--- src/rtl/peripheral_msi_mux_ctrl_wb_if.sv ---
// Wishbone bundle between one master and NUM_SLAVES slaves.
// The slave modport is the mux view; the master modport is the bench/system view.
interface peripheral_msi_mux_ctrl_wb_if #(
    parameter int DW         = 32,
    parameter int AW         = 32,
    parameter int NUM_SLAVES = 4
);

    // Upstream master side
    logic [AW-1:0]                       wbm_adr_i;
    logic [DW-1:0]                       wbm_dat_i;
    logic [DW/8-1:0]                     wbm_sel_i;
    logic                                wbm_we_i;
    logic                                wbm_cyc_i;
    logic                                wbm_stb_i;
    logic [2:0]                          wbm_cti_i;
    logic [1:0]                          wbm_bte_i;
    logic [DW-1:0]                       wbm_dat_o;
    logic                                wbm_ack_o;
    logic                                wbm_err_o;
    logic                                wbm_rty_o;

    // Downstream slave side
    logic [NUM_SLAVES-1:0][AW-1:0]       wbs_adr_o;
    logic [NUM_SLAVES-1:0][DW-1:0]       wbs_dat_o;
    logic [NUM_SLAVES-1:0][DW/8-1:0]     wbs_sel_o;
    logic [NUM_SLAVES-1:0]               wbs_we_o;
    logic [NUM_SLAVES-1:0]               wbs_cyc_o;
    logic [NUM_SLAVES-1:0]               wbs_stb_o;
    logic [NUM_SLAVES-1:0][2:0]          wbs_cti_o;
    logic [NUM_SLAVES-1:0][1:0]          wbs_bte_o;
    logic [NUM_SLAVES-1:0][DW-1:0]       wbs_dat_i;
    logic [NUM_SLAVES-1:0]               wbs_ack_i;
    logic [NUM_SLAVES-1:0]               wbs_err_i;
    logic [NUM_SLAVES-1:0]               wbs_rty_i;

    modport slave (
        input  wbm_adr_i,
        input  wbm_dat_i,
        input  wbm_sel_i,
        input  wbm_we_i,
        input  wbm_cyc_i,
        input  wbm_stb_i,
        input  wbm_cti_i,
        input  wbm_bte_i,
        output wbm_dat_o,
        output wbm_ack_o,
        output wbm_err_o,
        output wbm_rty_o,
        output wbs_adr_o,
        output wbs_dat_o,
        output wbs_sel_o,
        output wbs_we_o,
        output wbs_cyc_o,
        output wbs_stb_o,
        output wbs_cti_o,
        output wbs_bte_o,
        input  wbs_dat_i,
        input  wbs_ack_i,
        input  wbs_err_i,
        input  wbs_rty_i
    );

    modport master (
        output wbm_adr_i,
        output wbm_dat_i,
        output wbm_sel_i,
        output wbm_we_i,
        output wbm_cyc_i,
        output wbm_stb_i,
        output wbm_cti_i,
        output wbm_bte_i,
        input  wbm_dat_o,
        input  wbm_ack_o,
        input  wbm_err_o,
        input  wbm_rty_o,
        input  wbs_adr_o,
        input  wbs_dat_o,
        input  wbs_sel_o,
        input  wbs_we_o,
        input  wbs_cyc_o,
        input  wbs_stb_o,
        input  wbs_cti_o,
        input  wbs_bte_o,
        output wbs_dat_i,
        output wbs_ack_i,
        output wbs_err_i,
        output wbs_rty_i
    );

endinterface

--- src/rtl/peripheral_msi_mux_ctrl_wb.sv ---
// Wishbone 1-to-N address-decoding mux with burst lock and decode-error reply.
// Optional per-beat stall watchdog: PERIPHERAL_MSI_MUX_CTRL_WB_TIMEOUT_EN.
module peripheral_msi_mux_ctrl_wb #(
    parameter int                         DW         = 32,
    parameter int                         AW         = 32,
    parameter int                         NUM_SLAVES = 4,
    parameter logic [NUM_SLAVES*AW-1:0]   MATCH_ADDR = '0,
    parameter logic [NUM_SLAVES*AW-1:0]   MATCH_MASK = '0,
    parameter int                         TIMEOUT    = 255
) (
    input  logic                          wb_clk_i,
    input  logic                          wb_rst_i,
    peripheral_msi_mux_ctrl_wb_if.slave   bus,
    output logic                          decerr_o,
    output logic                          timeout_o
);

    localparam int SW = (NUM_SLAVES > 1) ? $clog2(NUM_SLAVES) : 1;

    typedef enum logic [1:0] {
        IDLE,
        ACTIVE,
        DECERR,
        HOLD
    } state_e;

    state_e          state_q;
    logic [SW-1:0]   sel_q;

    logic            hit;
    logic [SW-1:0]   hit_idx;

    logic            active;
    logic [DW-1:0]   sel_dat;
    logic            sel_ack;
    logic            sel_err;
    logic            sel_rty;
    logic            sel_resp;
    logic            abort;

    // Address decode; scanning downwards lets the lowest index win
    always_comb begin
        hit     = 1'b0;
        hit_idx = '0;
        for (int i = NUM_SLAVES - 1; i >= 0; i--) begin
            if ((bus.wbm_adr_i & MATCH_MASK[i*AW +: AW])
                == MATCH_ADDR[i*AW +: AW]) begin
                hit     = 1'b1;
                hit_idx = SW'(i);
            end
        end
    end

    assign active   = (state_q == ACTIVE);
    assign sel_dat  = bus.wbs_dat_i[sel_q];
    assign sel_ack  = bus.wbs_ack_i[sel_q];
    assign sel_err  = bus.wbs_err_i[sel_q];
    assign sel_rty  = bus.wbs_rty_i[sel_q];
    assign sel_resp = sel_ack | sel_err | sel_rty;

`ifdef PERIPHERAL_MSI_MUX_CTRL_WB_TIMEOUT_EN
    localparam int             CW   = $clog2(TIMEOUT + 1);
    localparam logic [CW-1:0]  LAST = CW'(TIMEOUT - 1);
    localparam logic [CW-1:0]  MAXC = CW'(TIMEOUT);

    logic [CW-1:0] cnt_q;
    logic [CW-1:0] cnt_d;
    logic          stall;

    // A beat aborts when this stalled cycle would bring the count to TIMEOUT
    assign stall     = active & bus.wbm_stb_i & ~sel_resp;
    assign abort     = stall & (cnt_q == LAST);
    assign timeout_o = abort;

    // Stall counter: zero outside ACTIVE, cleared by any response, saturating
    always_comb begin
        cnt_d = cnt_q;
        if (!active) begin
            cnt_d = '0;
        end else if (sel_resp) begin
            cnt_d = '0;
        end else if (bus.wbm_stb_i && (cnt_q != MAXC)) begin
            cnt_d = cnt_q + 1'b1;
        end
    end

    // Stall counter register
    always_ff @(posedge wb_clk_i) begin
        if (wb_rst_i) begin
            cnt_q <= '0;
        end else begin
            cnt_q <= cnt_d;
        end
    end
`else
    logic unused_timeout;

    assign unused_timeout = (TIMEOUT > 0);
    assign abort          = 1'b0;
    assign timeout_o      = 1'b0;
`endif

    // Control FSM: decode on request, lock the slave until cyc drops
    always_ff @(posedge wb_clk_i) begin
        if (wb_rst_i) begin
            state_q <= IDLE;
            sel_q   <= '0;
        end else begin
            unique case (state_q)
                IDLE: begin
                    if (bus.wbm_cyc_i && bus.wbm_stb_i) begin
                        if (hit) begin
                            sel_q   <= hit_idx;
                            state_q <= ACTIVE;
                        end else begin
                            state_q <= DECERR;
                        end
                    end
                end
                ACTIVE: begin
                    if (!bus.wbm_cyc_i) begin
                        state_q <= IDLE;
                    end else if (abort) begin
                        state_q <= HOLD;
                    end
                end
                DECERR: begin
                    state_q <= HOLD;
                end
                HOLD: begin
                    if (!bus.wbm_cyc_i) begin
                        state_q <= IDLE;
                    end
                end
                default: begin
                    state_q <= IDLE;
                end
            endcase
        end
    end

    // Request fan-out: payload to every slave, cyc/stb only to the locked one
    always_comb begin
        bus.wbs_cyc_o = '0;
        bus.wbs_stb_o = '0;
        for (int i = 0; i < NUM_SLAVES; i++) begin
            bus.wbs_adr_o[i] = bus.wbm_adr_i;
            bus.wbs_dat_o[i] = bus.wbm_dat_i;
            bus.wbs_sel_o[i] = bus.wbm_sel_i;
            bus.wbs_we_o[i]  = bus.wbm_we_i;
            bus.wbs_cti_o[i] = bus.wbm_cti_i;
            bus.wbs_bte_o[i] = bus.wbm_bte_i;
        end
        if (active && !abort) begin
            bus.wbs_cyc_o[sel_q] = bus.wbm_cyc_i;
            bus.wbs_stb_o[sel_q] = bus.wbm_stb_i;
        end
    end

    // Response path back to the master
    always_comb begin
        bus.wbm_dat_o = active ? sel_dat : '0;
        bus.wbm_ack_o = active & sel_ack;
        bus.wbm_rty_o = active & sel_rty;
        bus.wbm_err_o = (active & sel_err)
                      | (state_q == DECERR)
                      | abort;
    end

    assign decerr_o = (state_q == DECERR);

endmodule

--- src/flat_wrapper.sv ---
// flat-port wrapper written by rule: the top's interface ports become plain ports
module peripheral_msi_mux_ctrl_wb_flat 
#(
    parameter int                         DW         = 32,
    parameter int                         AW         = 32,
    parameter int                         NUM_SLAVES = 4,
    parameter logic [NUM_SLAVES*AW-1:0]   MATCH_ADDR = '0,
    parameter logic [NUM_SLAVES*AW-1:0]   MATCH_MASK = '0,
    parameter int                         TIMEOUT    = 255
)
  (wb_clk_i, wb_rst_i, decerr_o, timeout_o, bus_wbm_adr_i, bus_wbm_dat_i, bus_wbm_sel_i, bus_wbm_we_i, bus_wbm_cyc_i, bus_wbm_stb_i, bus_wbm_cti_i, bus_wbm_bte_i, bus_wbm_dat_o, bus_wbm_ack_o, bus_wbm_err_o, bus_wbm_rty_o, bus_wbs_adr_o, bus_wbs_dat_o, bus_wbs_sel_o, bus_wbs_we_o, bus_wbs_cyc_o, bus_wbs_stb_o, bus_wbs_cti_o, bus_wbs_bte_o, bus_wbs_dat_i, bus_wbs_ack_i, bus_wbs_err_i, bus_wbs_rty_i);
  peripheral_msi_mux_ctrl_wb_if #(.DW(DW), .AW(AW), .NUM_SLAVES(NUM_SLAVES)) bus_i ();
  input  logic wb_clk_i;
  input  logic wb_rst_i;
  output logic decerr_o;
  output logic timeout_o;
  input wire logic [$bits(bus_i.wbm_adr_i)-1:0] bus_wbm_adr_i;
  input wire logic [$bits(bus_i.wbm_dat_i)-1:0] bus_wbm_dat_i;
  input wire logic [$bits(bus_i.wbm_sel_i)-1:0] bus_wbm_sel_i;
  input wire logic [$bits(bus_i.wbm_we_i)-1:0] bus_wbm_we_i;
  input wire logic [$bits(bus_i.wbm_cyc_i)-1:0] bus_wbm_cyc_i;
  input wire logic [$bits(bus_i.wbm_stb_i)-1:0] bus_wbm_stb_i;
  input wire logic [$bits(bus_i.wbm_cti_i)-1:0] bus_wbm_cti_i;
  input wire logic [$bits(bus_i.wbm_bte_i)-1:0] bus_wbm_bte_i;
  output wire logic [$bits(bus_i.wbm_dat_o)-1:0] bus_wbm_dat_o;
  output wire logic [$bits(bus_i.wbm_ack_o)-1:0] bus_wbm_ack_o;
  output wire logic [$bits(bus_i.wbm_err_o)-1:0] bus_wbm_err_o;
  output wire logic [$bits(bus_i.wbm_rty_o)-1:0] bus_wbm_rty_o;
  output wire logic [$bits(bus_i.wbs_adr_o)-1:0] bus_wbs_adr_o;
  output wire logic [$bits(bus_i.wbs_dat_o)-1:0] bus_wbs_dat_o;
  output wire logic [$bits(bus_i.wbs_sel_o)-1:0] bus_wbs_sel_o;
  output wire logic [$bits(bus_i.wbs_we_o)-1:0] bus_wbs_we_o;
  output wire logic [$bits(bus_i.wbs_cyc_o)-1:0] bus_wbs_cyc_o;
  output wire logic [$bits(bus_i.wbs_stb_o)-1:0] bus_wbs_stb_o;
  output wire logic [$bits(bus_i.wbs_cti_o)-1:0] bus_wbs_cti_o;
  output wire logic [$bits(bus_i.wbs_bte_o)-1:0] bus_wbs_bte_o;
  input wire logic [$bits(bus_i.wbs_dat_i)-1:0] bus_wbs_dat_i;
  input wire logic [$bits(bus_i.wbs_ack_i)-1:0] bus_wbs_ack_i;
  input wire logic [$bits(bus_i.wbs_err_i)-1:0] bus_wbs_err_i;
  input wire logic [$bits(bus_i.wbs_rty_i)-1:0] bus_wbs_rty_i;
  assign bus_i.wbm_adr_i = bus_wbm_adr_i;
  assign bus_i.wbm_dat_i = bus_wbm_dat_i;
  assign bus_i.wbm_sel_i = bus_wbm_sel_i;
  assign bus_i.wbm_we_i = bus_wbm_we_i;
  assign bus_i.wbm_cyc_i = bus_wbm_cyc_i;
  assign bus_i.wbm_stb_i = bus_wbm_stb_i;
  assign bus_i.wbm_cti_i = bus_wbm_cti_i;
  assign bus_i.wbm_bte_i = bus_wbm_bte_i;
  assign bus_wbm_dat_o = bus_i.wbm_dat_o;
  assign bus_wbm_ack_o = bus_i.wbm_ack_o;
  assign bus_wbm_err_o = bus_i.wbm_err_o;
  assign bus_wbm_rty_o = bus_i.wbm_rty_o;
  assign bus_wbs_adr_o = bus_i.wbs_adr_o;
  assign bus_wbs_dat_o = bus_i.wbs_dat_o;
  assign bus_wbs_sel_o = bus_i.wbs_sel_o;
  assign bus_wbs_we_o = bus_i.wbs_we_o;
  assign bus_wbs_cyc_o = bus_i.wbs_cyc_o;
  assign bus_wbs_stb_o = bus_i.wbs_stb_o;
  assign bus_wbs_cti_o = bus_i.wbs_cti_o;
  assign bus_wbs_bte_o = bus_i.wbs_bte_o;
  assign bus_i.wbs_dat_i = bus_wbs_dat_i;
  assign bus_i.wbs_ack_i = bus_wbs_ack_i;
  assign bus_i.wbs_err_i = bus_wbs_err_i;
  assign bus_i.wbs_rty_i = bus_wbs_rty_i;
  peripheral_msi_mux_ctrl_wb #(.DW(DW), .AW(AW), .NUM_SLAVES(NUM_SLAVES), .MATCH_ADDR(MATCH_ADDR), .MATCH_MASK(MATCH_MASK), .TIMEOUT(TIMEOUT)) u_core (.wb_clk_i(wb_clk_i), .wb_rst_i(wb_rst_i), .bus(bus_i), .decerr_o(decerr_o), .timeout_o(timeout_o));
endmodule
--- config.mk ---
export PLATFORM = sky130hd
export DESIGN_NAME = peripheral_msi_mux_ctrl_wb_flat
export DESIGN_NICKNAME = d
export VERILOG_FILES = /design/src/rtl/peripheral_msi_mux_ctrl_wb_if.sv /design/src/rtl/peripheral_msi_mux_ctrl_wb.sv /design/src/flat_wrapper.sv
export SDC_FILE = /design/constraint.sdc
export NUM_CORES = 1
export LEC_CHECK = 0
export ABC_AREA = 1
export ABC_CLOCK_PERIOD_IN_PS = 1900
export BUFFER_PORTS_ARGS = -buffer_cell sky130_fd_sc_hd__buf_2
export CORE_AREA = 2 2 218 220
export CTS_CLUSTER_SIZE = 24
export DETAILED_ROUTE_END_ITERATION = 7
export DIE_AREA = 0 0 220 222
export GPL_TIMING_DRIVEN = 0
export PLACE_DENSITY = 0.37
export SLEW_MARGIN = 20
export SYNTH_ARGS = -nofsm -noshare
export SYNTH_HDL_FRONTEND = slang
export SYNTH_SLANG_ARGS = --single-unit
--- constraint.sdc ---
create_clock -name wb_clk_i -period 1.9 [get_ports wb_clk_i]
set_clock_uncertainty 0.05 [all_clocks]
set_input_delay 0.475 -clock wb_clk_i [delete_from_list [all_inputs] [get_ports wb_clk_i]]
set_output_delay 0.475 -clock wb_clk_i [all_outputs]
set_load 0.05 [all_outputs]
### Word-level counts from Yosys, hierarchy flattened

Index checks and enable logic that the tools add are counted.
W data, S select, Z words.

| word-level totals | value |
|---|---|
| flip-flop bits (word level) | 2 |

| cells by class | value |
|---|---|
| equality and inequality tests | 5 |
| mux-type cells | 6 |
| bitwise logic cells | 4 |
| reductions and logical operators | 4 |

Operators with widths:

| cell | number |
|---|---|
| $mux W32 | 1 |
| $pmux W2 S3 | 1 |
| $eq A2 B2 Y1 const B | 2 |
| $mux W2 | 2 |
| $and A1 B1 Y1 | 3 |
| $eq A2 B1 Y1 const B | 1 |
| $logic_not A2 Y1 | 1 |
| $mux W1 | 2 |
| $ne A2 B1 Y1 const B | 1 |
| $ne A2 B2 Y1 const B | 1 |
| $reduce_and A2 Y1 | 1 |
| $reduce_or A2 Y1 | 1 |
| $logic_and A1 B1 Y1 | 1 |
| $or A1 B1 Y1 | 1 |

### Longest topological paths before layout

Gate-level depths: netlist of run 1.

| logic depth | value |
|---|---|
| depth in word-level cells | 4 |
| mapped depth | 4 |
| mapped depth without buffers | 4 |

### Least setup slack after synthesis of run 1

No wires, ideal clock.

| path | value |
|---|---|
| kind | flip-flop to output port |
| from | register u_core.state_q[0] |
| to | output bus_wbm_dat_o[23] |
| arrival | 1.166 ns |
| setup slack | 0.209 ns |
| cell stages (with the launch flop) | 3 |
| buffers on the path | 0 |
| cells stage by stage | dfxtp_1 -> nand2_4 -> nor2_1 |

| on the way | value |
|---|---|
| word-level cells in the longest chain between the ends | 2 |

RTL lines:

| item | line | source |
|---|---|---|
| from (decl) | peripheral_msi_mux_ctrl_wb.sv:27 | `state_e state_q;` |
| from (signal assigned) | peripheral_msi_mux_ctrl_wb.sv:106 | `state_q <= IDLE;` |
| from (signal assigned) | peripheral_msi_mux_ctrl_wb.sv:114 | `state_q <= ACTIVE;` |
| from (signal assigned) | peripheral_msi_mux_ctrl_wb.sv:116 | `state_q <= DECERR;` |
| $eq A2 B1 Y1 | peripheral_msi_mux_ctrl_wb.sv:54 | `assign active = (state_q == ACTIVE);` |
| $mux W32 | peripheral_msi_mux_ctrl_wb.sv:162 | `bus.wbm_dat_o = active ? sel_dat : '0;` |
| to (decl) | flat_wrapper.sv:25 | `output wire logic [$bits(bus_i.wbm_dat_o)-1:0] bus_wbm_dat_o;` |

No other way between the ends.

### Worst setup path in the final report of run 1

| path | value |
|---|---|
| from | register u_core.state_q[1] |
| to | output bus_wbm_ack_o |

| on the way | value |
|---|---|
| word-level cells in the longest chain between the ends | 2 |

RTL lines:

| item | line | source |
|---|---|---|
| $eq A2 B1 Y1 | peripheral_msi_mux_ctrl_wb.sv:54 |  |
| $and A1 B1 Y1 | peripheral_msi_mux_ctrl_wb.sv:163 | `bus.wbm_ack_o = active & sel_ack;` |
| to (decl) | flat_wrapper.sv:26 | `output wire logic [$bits(bus_i.wbm_ack_o)-1:0] bus_wbm_ack_o;` |

No other way between the ends.

==> parameters.txt, run 1 <==
Parameter                              Value

Routing
  Wire length per cell after detailed routing ... 6.609 um
  Total detailed-routing wirelength ... 9.153 mm
  Initial detailed-routing violation count ... 29
  Detailed-route via count ... 3137
  Average via count per standard cell ... 2.265
  TritonRoute pass-1 iters ... 4
  Antenna viol nets, final ... 0
  Post-route DRC ... 0

Floorplan
  Die Width ... 220 um
  Chip height ... 222 um
  Cell Rows ... 79
  Core region area ... 0.04626 mm^2
  Die footprint ... 0.04884 mm^2
  Top-Level Pins ... 559
  Initial core utilization ... 5.980%

Synth
  Summed instance area of the synthesized netlist ... 0.002766 mm^2
  Post-synthesis area per instance ... 6.968 um^2
  Sequential cell area fraction in the yosys report ... 1.447%
  Warning count from the yosys run ... 0
  Count of different cell masters after synthesis ... 10
  Number of standard cells after synthesis ... 397
  Flip-flop and latch count after synthesis ... 2

Final layout
  Area Growth Syn to Fin ... 98.60%
  Top register by number of flip-flops ... u_core.state_q
  Net count reported at finish ... 998
  Number of diodes ... 0
  Fill cell total of the finished layout ... 5398
  Share of layout cells above drive strength 1 ... 91.65%
  Summed area of non-filler cells in the final layout ... 0.005494 mm^2
  Flip-flop count of the largest register after layout ... 2
  Top Registers ... u_core.state_q: 2 flops
  Final Core Density ... 11.88%

Critical path
  Kind of launch point of the worst setup path ... register
  Capturing element type of the critical path ... output port
  Cell type group with the largest total delay on the critical path ... buffers and inverters
  Endpoint required time on the critical path ... 1.37 ns
  Worst path max stage delay ... 0.31 ns
  Crit-path cells ... inv_1, nand2_4, buf_6, nor2_2, buf_4
  Critical path class ... register to output port
  Critical-path cell with the highest stage delay ... sky130_fd_sc_hd__dfxtp_1
  Maximum fanout along the worst path ... 10
  Sum of buffers and inverters on the critical path ... 3
  Worst endpoint data arrival time ... 1.31 ns

Timing
  Final number of setup-violating endpoints ... 0
  Final Cycle Share ... 96.73%
  Hold Vio Cnt, Final ... 0
  Final count of pins violating max slew ... 0
  Max Clock Freq ... 544.1 MHz
  Post-Route Setup TNS ... 0 ns
  Unrepaired setup endpoints after global routing ... no
  Final critical-path required period ... 1.838 ns

GRT
  Met2 usage ... 7.324%
  Antenna violations before repair ... 0
  First-pass GRT wire length ... 11.62 mm
  Maximum number of pins on one net before global-route repair ... 11
  Gr usage total ... 2.873%
  Global-route met3 utilization ... 0.5075%
  Remaining global-route overflow ... 0
  Global Route met1 Usage ... 1.803%
  Number of global-route vias before repair ... 2587
  Most heavily used metal layer in global routing ... met2

Clock tree
  Number of sinks driven by the clock tree ... 2
  Post-cts hold buffer count ... 0
  Max Root-Sink Buffers ... 2
  Clock slew at the register clock pins of the worst setup and hold paths ... 0.03 ns
  Postcts setup bufs ... 0
  CTS tree ... built
  Number of H-tree branching levels ... 1
  Root buffer cell ... sky130_fd_sc_hd__clkbuf_16
  Inserted Clock Buffers ... 3
  Clock insertion delay at the later pin of the skew report ... 0.22 ns

Power
  Power per Cell Area ... 481.7 mW/mm^2
  Max rail drop VDD ... 160.4 uV
  Leak ... 3.383 nW

Placement
  Placer's final routability congestion estimate ... 0.6753
  Detailed placement HPWL ... 8.694 mm
  Area after detailed placement ... 0.005410 mm^2
  Count of buffers inserted at the top-level ports ... 372

Job
  # Max-Cap Violations ... 0

Status
  Outcome ... finished, final reports clean

Min path
  Kind of path behind the tightest hold check ... input port to register
-- power by group --
part           internal [W]  leakage (nW)  switching (W)  total (W)
combinational      0.000687          3.33        0.00160    0.00229
clock              0.000268        0.0370      0.0000465   0.000314
sequential        0.0000443        0.0167     0.00000259  0.0000469
total              0.000999          3.38        0.00165    0.00265
-- worst min-delay path: stages --
cell	delay, ns
sky130_fd_sc_hd__buf_2	0.07
sky130_fd_sc_hd__inv_1	0.03
sky130_fd_sc_hd__nand2_1	0.08
sky130_fd_sc_hd__nor2_1	0.05
-- per-stage QoR --
step	hold WS (ns)	std cells	worst slack (ns)	power, W
2_1_floorplan	0.4597	403	0.2094	0.001973
3_3_place_gp	0.4870	1382	0.1821	0.002354
3_5_place_dp	0.4888	1382	0.1881	0.002346
4_1_cts	0.4849	1385	0.02218	0.002672
5_1_grt	0.5075	1385	0.01450	0.002748
6_report	0.4775	1385	0.06222	0.002646
-- placed cells by master, fill, tap and decap left out --
cell / count
sky130_fd_sc_hd__buf_6: 3
sky130_fd_sc_hd__inv_1: 41
sky130_fd_sc_hd__nand3_1: 1
sky130_fd_sc_hd__clkbuf_16: 3
sky130_fd_sc_hd__dfxtp_2: 1
sky130_fd_sc_hd__buf_2: 369
sky130_fd_sc_hd__nand2_4: 1
sky130_fd_sc_hd__nand2_1: 6
sky130_fd_sc_hd__nor2_1: 9
sky130_fd_sc_hd__buf_4: 306
sky130_fd_sc_hd__nor2_2: 30
sky130_fd_sc_hd__conb_1: 7
sky130_fd_sc_hd__dfxtp_1: 1
-- cell families (layout without fill, tap and decap cells) --
kind of cell	count (synthesis)	after routing	synth area share [%]
DFF	2	2	1.447
other	1	7	0.1356
and+or+nand+nor	47	47	9.407
buffers and inverters	347	722	89.01
-- routing by layer --
metal	wire length, um	up-vias	share of wire, %
li1	-	1602	-
met1	2304	1293	25
met2	5656	238	62
met3	1114	4	12
met4	77	0	0.84
met5	0	-	0
-- final cells by class --
cell class / count / area [um^2] / area share, %
plain buffers: 306 / 2308 / 42.02
repair buffers: 372 / 1869 / 34.02
well taps: 607 / 759.5 / 13.82
multi-input cells: 54 / 286.5 / 5.215
inverters: 41 / 153.9 / 2.801
clock buffers: 3 / 75.07 / 1.366
flip-flops and latches: 2 / 41.29 / 0.7515
-- synthesized netlist by cell type (all sizes together) --
library cell  count  area, um^2
buf             306        2308
inv              41       153.9
nor2             39       221.5
nand2             7       33.78
dfxtp             2       40.04
conb              1       3.750
nand3             1       5.000
-- repair_timing --
action                                  in CTS  in global routing
endpoints found under the setup margin       3                 16
gates resized for setup                      3                  1
gates cloned                                 0                  0
-- worst paths after layout --
| kind | from | end | slack, ns | cells past startpoint |
|---|---|---|---|---|
| max | u_core.state_q[1]$_SDFFE_PP0P_ | bus_wbm_ack_o | 0.06 | 5 |
| min | wb_rst_i | u_core.state_q[0]$_SDFFE_PP0P_ | 0.48 | 4 |
| max reg2reg | u_core.state_q[0]$_SDFFE_PP0P_ | u_core.state_q[0]$_SDFFE_PP0P_ | 1.19 | 3 |
| min reg2reg | u_core.state_q[1]$_SDFFE_PP0P_ | u_core.state_q[1]$_SDFFE_PP0P_ | 0.50 | 2 |
No activity file was read; power rests on OpenSTA's default activity.
==> run 2: changes to the inputs <==
--- a/config.mk
+++ b/config.mk
@@ -13,7 +13,7 @@
 export DETAILED_ROUTE_END_ITERATION = 7
 export DIE_AREA = 0 0 220 222
 export GPL_TIMING_DRIVEN = 0
-export PLACE_DENSITY = 0.37
+export PLACE_DENSITY_LB_ADDON = 0.1
 export SLEW_MARGIN = 20
 export SYNTH_ARGS = -nofsm -noshare
 export SYNTH_HDL_FRONTEND = slang
==> parameters.txt, run 2 (synthesis results as in run 1) <==
Parameter                              Value

Power
  Total chip power ... 0.002684 W
  Leak ... 3.381 nW
  Max rail drop VDD ... 237.4 uV
  Power per Cell Area ... 483.4 mW/mm^2

Clock tree
  CTS tree ... built
  Inserted Clock Buffers ... 3
  Clock slew at the register clock pins of the worst setup and hold paths ... 0.03 ns
  Root buffer cell ... sky130_fd_sc_hd__clkbuf_16
  Number of H-tree branching levels ... 1
  Max Root-Sink Buffers ... 2
  Clock insertion delay at the later pin of the skew report ... 0.22 ns
  Number of sinks driven by the clock tree ... 2

GRT
  First-pass GRT wire length ... 16.40 mm
  Maximum number of pins on one net before global-route repair ... 11
  Antenna violations before repair ... 1
  Gr usage total ... 4.356%
  Number of global-route vias before repair ... 2888
  Remaining global-route overflow ... 0

Routing
  Post-route DRC ... 0
  Antenna viol nets, final ... 0
  Detailed-route via count ... 3134
  TritonRoute pass-1 iters ... 4
  Initial detailed-routing violation count ... 27
  Total detailed-routing wirelength ... 12.20 mm
  Average via count per standard cell ... 2.263
  Wire length per cell after detailed routing ... 8.806 um

Floorplan
  Cell Rows ... 79
  Initial core utilization ... 5.980%
  Die footprint ... 0.04884 mm^2
  Top-Level Pins ... 559
  Chip height ... 222 um
  Core region area ... 0.04626 mm^2
  Die Width ... 220 um

Critical path
  Kind of launch point of the worst setup path ... register
  Critical-path cell with the highest stage delay ... sky130_fd_sc_hd__dfxtp_1
  Crit-path cells ... inv_1, nand2_4, buf_6, nor2_2, buf_2
  Capturing element type of the critical path ... output port
  WP depth ... 5
  Worst path max stage delay ... 0.31 ns
  Reg2Reg Depth ... 3
  Cell type group with the largest total delay on the critical path ... buffers and inverters
  R2R Path End ... u_core.state_q[1]$_SDFFE_PP0P_
  Minimum setup slack among reg-to-reg paths ... 1.17 ns
  Critical path class ... register to output port
  Sum of buffers and inverters on the critical path ... 3
  Worst endpoint data arrival time ... 1.30 ns
  Maximum fanout along the worst path ... 10
  Endpoint required time on the critical path ... 1.37 ns
  Crit path from ... u_core.state_q[1]$_SDFFE_PP0P_
  Source of the worst register-to-register timing path ... u_core.state_q[0]$_SDFFE_PP0P_
  Critical path endpoint ... bus_wbm_dat_o[17]

Timing
  Final Cycle Share ... 95.84%
  Max Clock Freq ... 549.2 MHz
  Final count of pins violating max slew ... 0
  Worst hold slack ... 0.4741 ns
  Post-Route Setup TNS ... 0 ns
  Hold Vio Cnt, Final ... 0
  Final number of setup-violating endpoints ... 0
  Final critical-path required period ... 1.821 ns
  Unrepaired setup endpoints after global routing ... yes

Placement
  Placer's final routability congestion estimate ... 0.6478
  Detailed placement HPWL ... 11.56 mm
  Count of buffers inserted at the top-level ports ... 372

Final layout
  Net count reported at finish ... 998
  Top Registers ... u_core.state_q: 2 flops
  Fill cell total of the finished layout ... 5471
  Number of diodes ... 0
  Commonest cells after routing, fill and taps aside ... sky130_fd_sc_hd__buf_2 (350), sky130_fd_sc_hd__buf_4 (311), sky130_fd_sc_hd__inv_1 (41)
  Final Core Density ... 12.00%
  Flip-flop count of the largest register after layout ... 2
  Share of layout cells above drive strength 1 ... 91.65%
  Top register by number of flip-flops ... u_core.state_q
  Commonest non-fill, non-tap cell in the layout ... sky130_fd_sc_hd__buf_2
  Area Growth Syn to Fin ... 100.7%

Min path
  Kind of path behind the tightest hold check ... input port to register

Status
  Outcome ... finished, final reports clean

Job
  # Max-Cap Violations ... 0
==> run 2: worst min-delay path by stage <==
stage | start | cells past startpoint | end | slack [ns]
3_3_place_gp | u_core.state_q[1]$_SDFFE_PP0P_ | 2 | u_core.state_q[1]$_SDFFE_PP0P_ | 0.52
2_1_floorplan | u_core.state_q[1]$_SDFFE_PP0P_ | 2 | u_core.state_q[1]$_SDFFE_PP0P_ | 0.46
6_report | wb_rst_i | 4 | u_core.state_q[0]$_SDFFE_PP0P_ | 0.47
5_1_grt | wb_rst_i | 4 | u_core.state_q[0]$_SDFFE_PP0P_ | 0.51
4_1_cts | wb_rst_i | 4 | u_core.state_q[0]$_SDFFE_PP0P_ | 0.48
3_5_place_dp | u_core.state_q[1]$_SDFFE_PP0P_ | 2 | u_core.state_q[1]$_SDFFE_PP0P_ | 0.50
==> run 2: cell type report <==
type                            count  area [um^2]  area share [%]
Tap cell                          607        759.5           13.68
Multi-Input combinational cell     54        286.5           5.160
Timing Repair Buffer              372         1928           34.72
Inverter                           41        153.9           2.772
Sequential cell                     2        41.29          0.7436
Buffer                            306         2308           41.57
Clock buffer                        3        75.07           1.352
==> run 2: power breakdown <==
part | switching (W) | internal (W)
Combinational | 0.00162 | 0.000698
Clock | 0.0000516 | 0.000268
Sequential | 0.00000279 | 0.0000443
Total | 0.00167 | 0.00101
==> run 2: layer usage <==
layer | part of all wire, % | vias to the layer above | global-route usage [%]
met5 | 0.057 | - | 0
met4 | 0.53 | 2 | 0.6495
met3 | 13 | 7 | 1.385
met2 | 57 | 226 | 9.302
met1 | 30 | 1299 | 3.888
li1 | - | 1600 | -
==> run 2: timing repair <==
action | 4_1_cts | 5_1_grt
endpoints found under the setup margin | 13 | 17
setup buffers | 0 | 0
hold endpoints to repair | 0 | 0
hold buffers | 0 | 0
resized for setup | 12 | 14
==> run 2: stage by stage <==
step | cells | worst slack, ns | instance area, um^2
CTS | 1385 | 0.01482 | 5514
floorplan | 403 | 0.2094 | 2789
global placement | 1382 | 0.1830 | 5410
global route | 1385 | -0.005699 | 5553
finish | 1385 | 0.07912 | 5553
detailed placement | 1382 | 0.1602 | 5410
==> run 2: worst reg2reg max path, stage by stage, from the launching register on <==
cell,delay (ns)
sky130_fd_sc_hd__dfxtp_2,0.37
sky130_fd_sc_hd__nand2_1,0.07
sky130_fd_sc_hd__nand2_1,0.08
sky130_fd_sc_hd__nor2_1,0.04
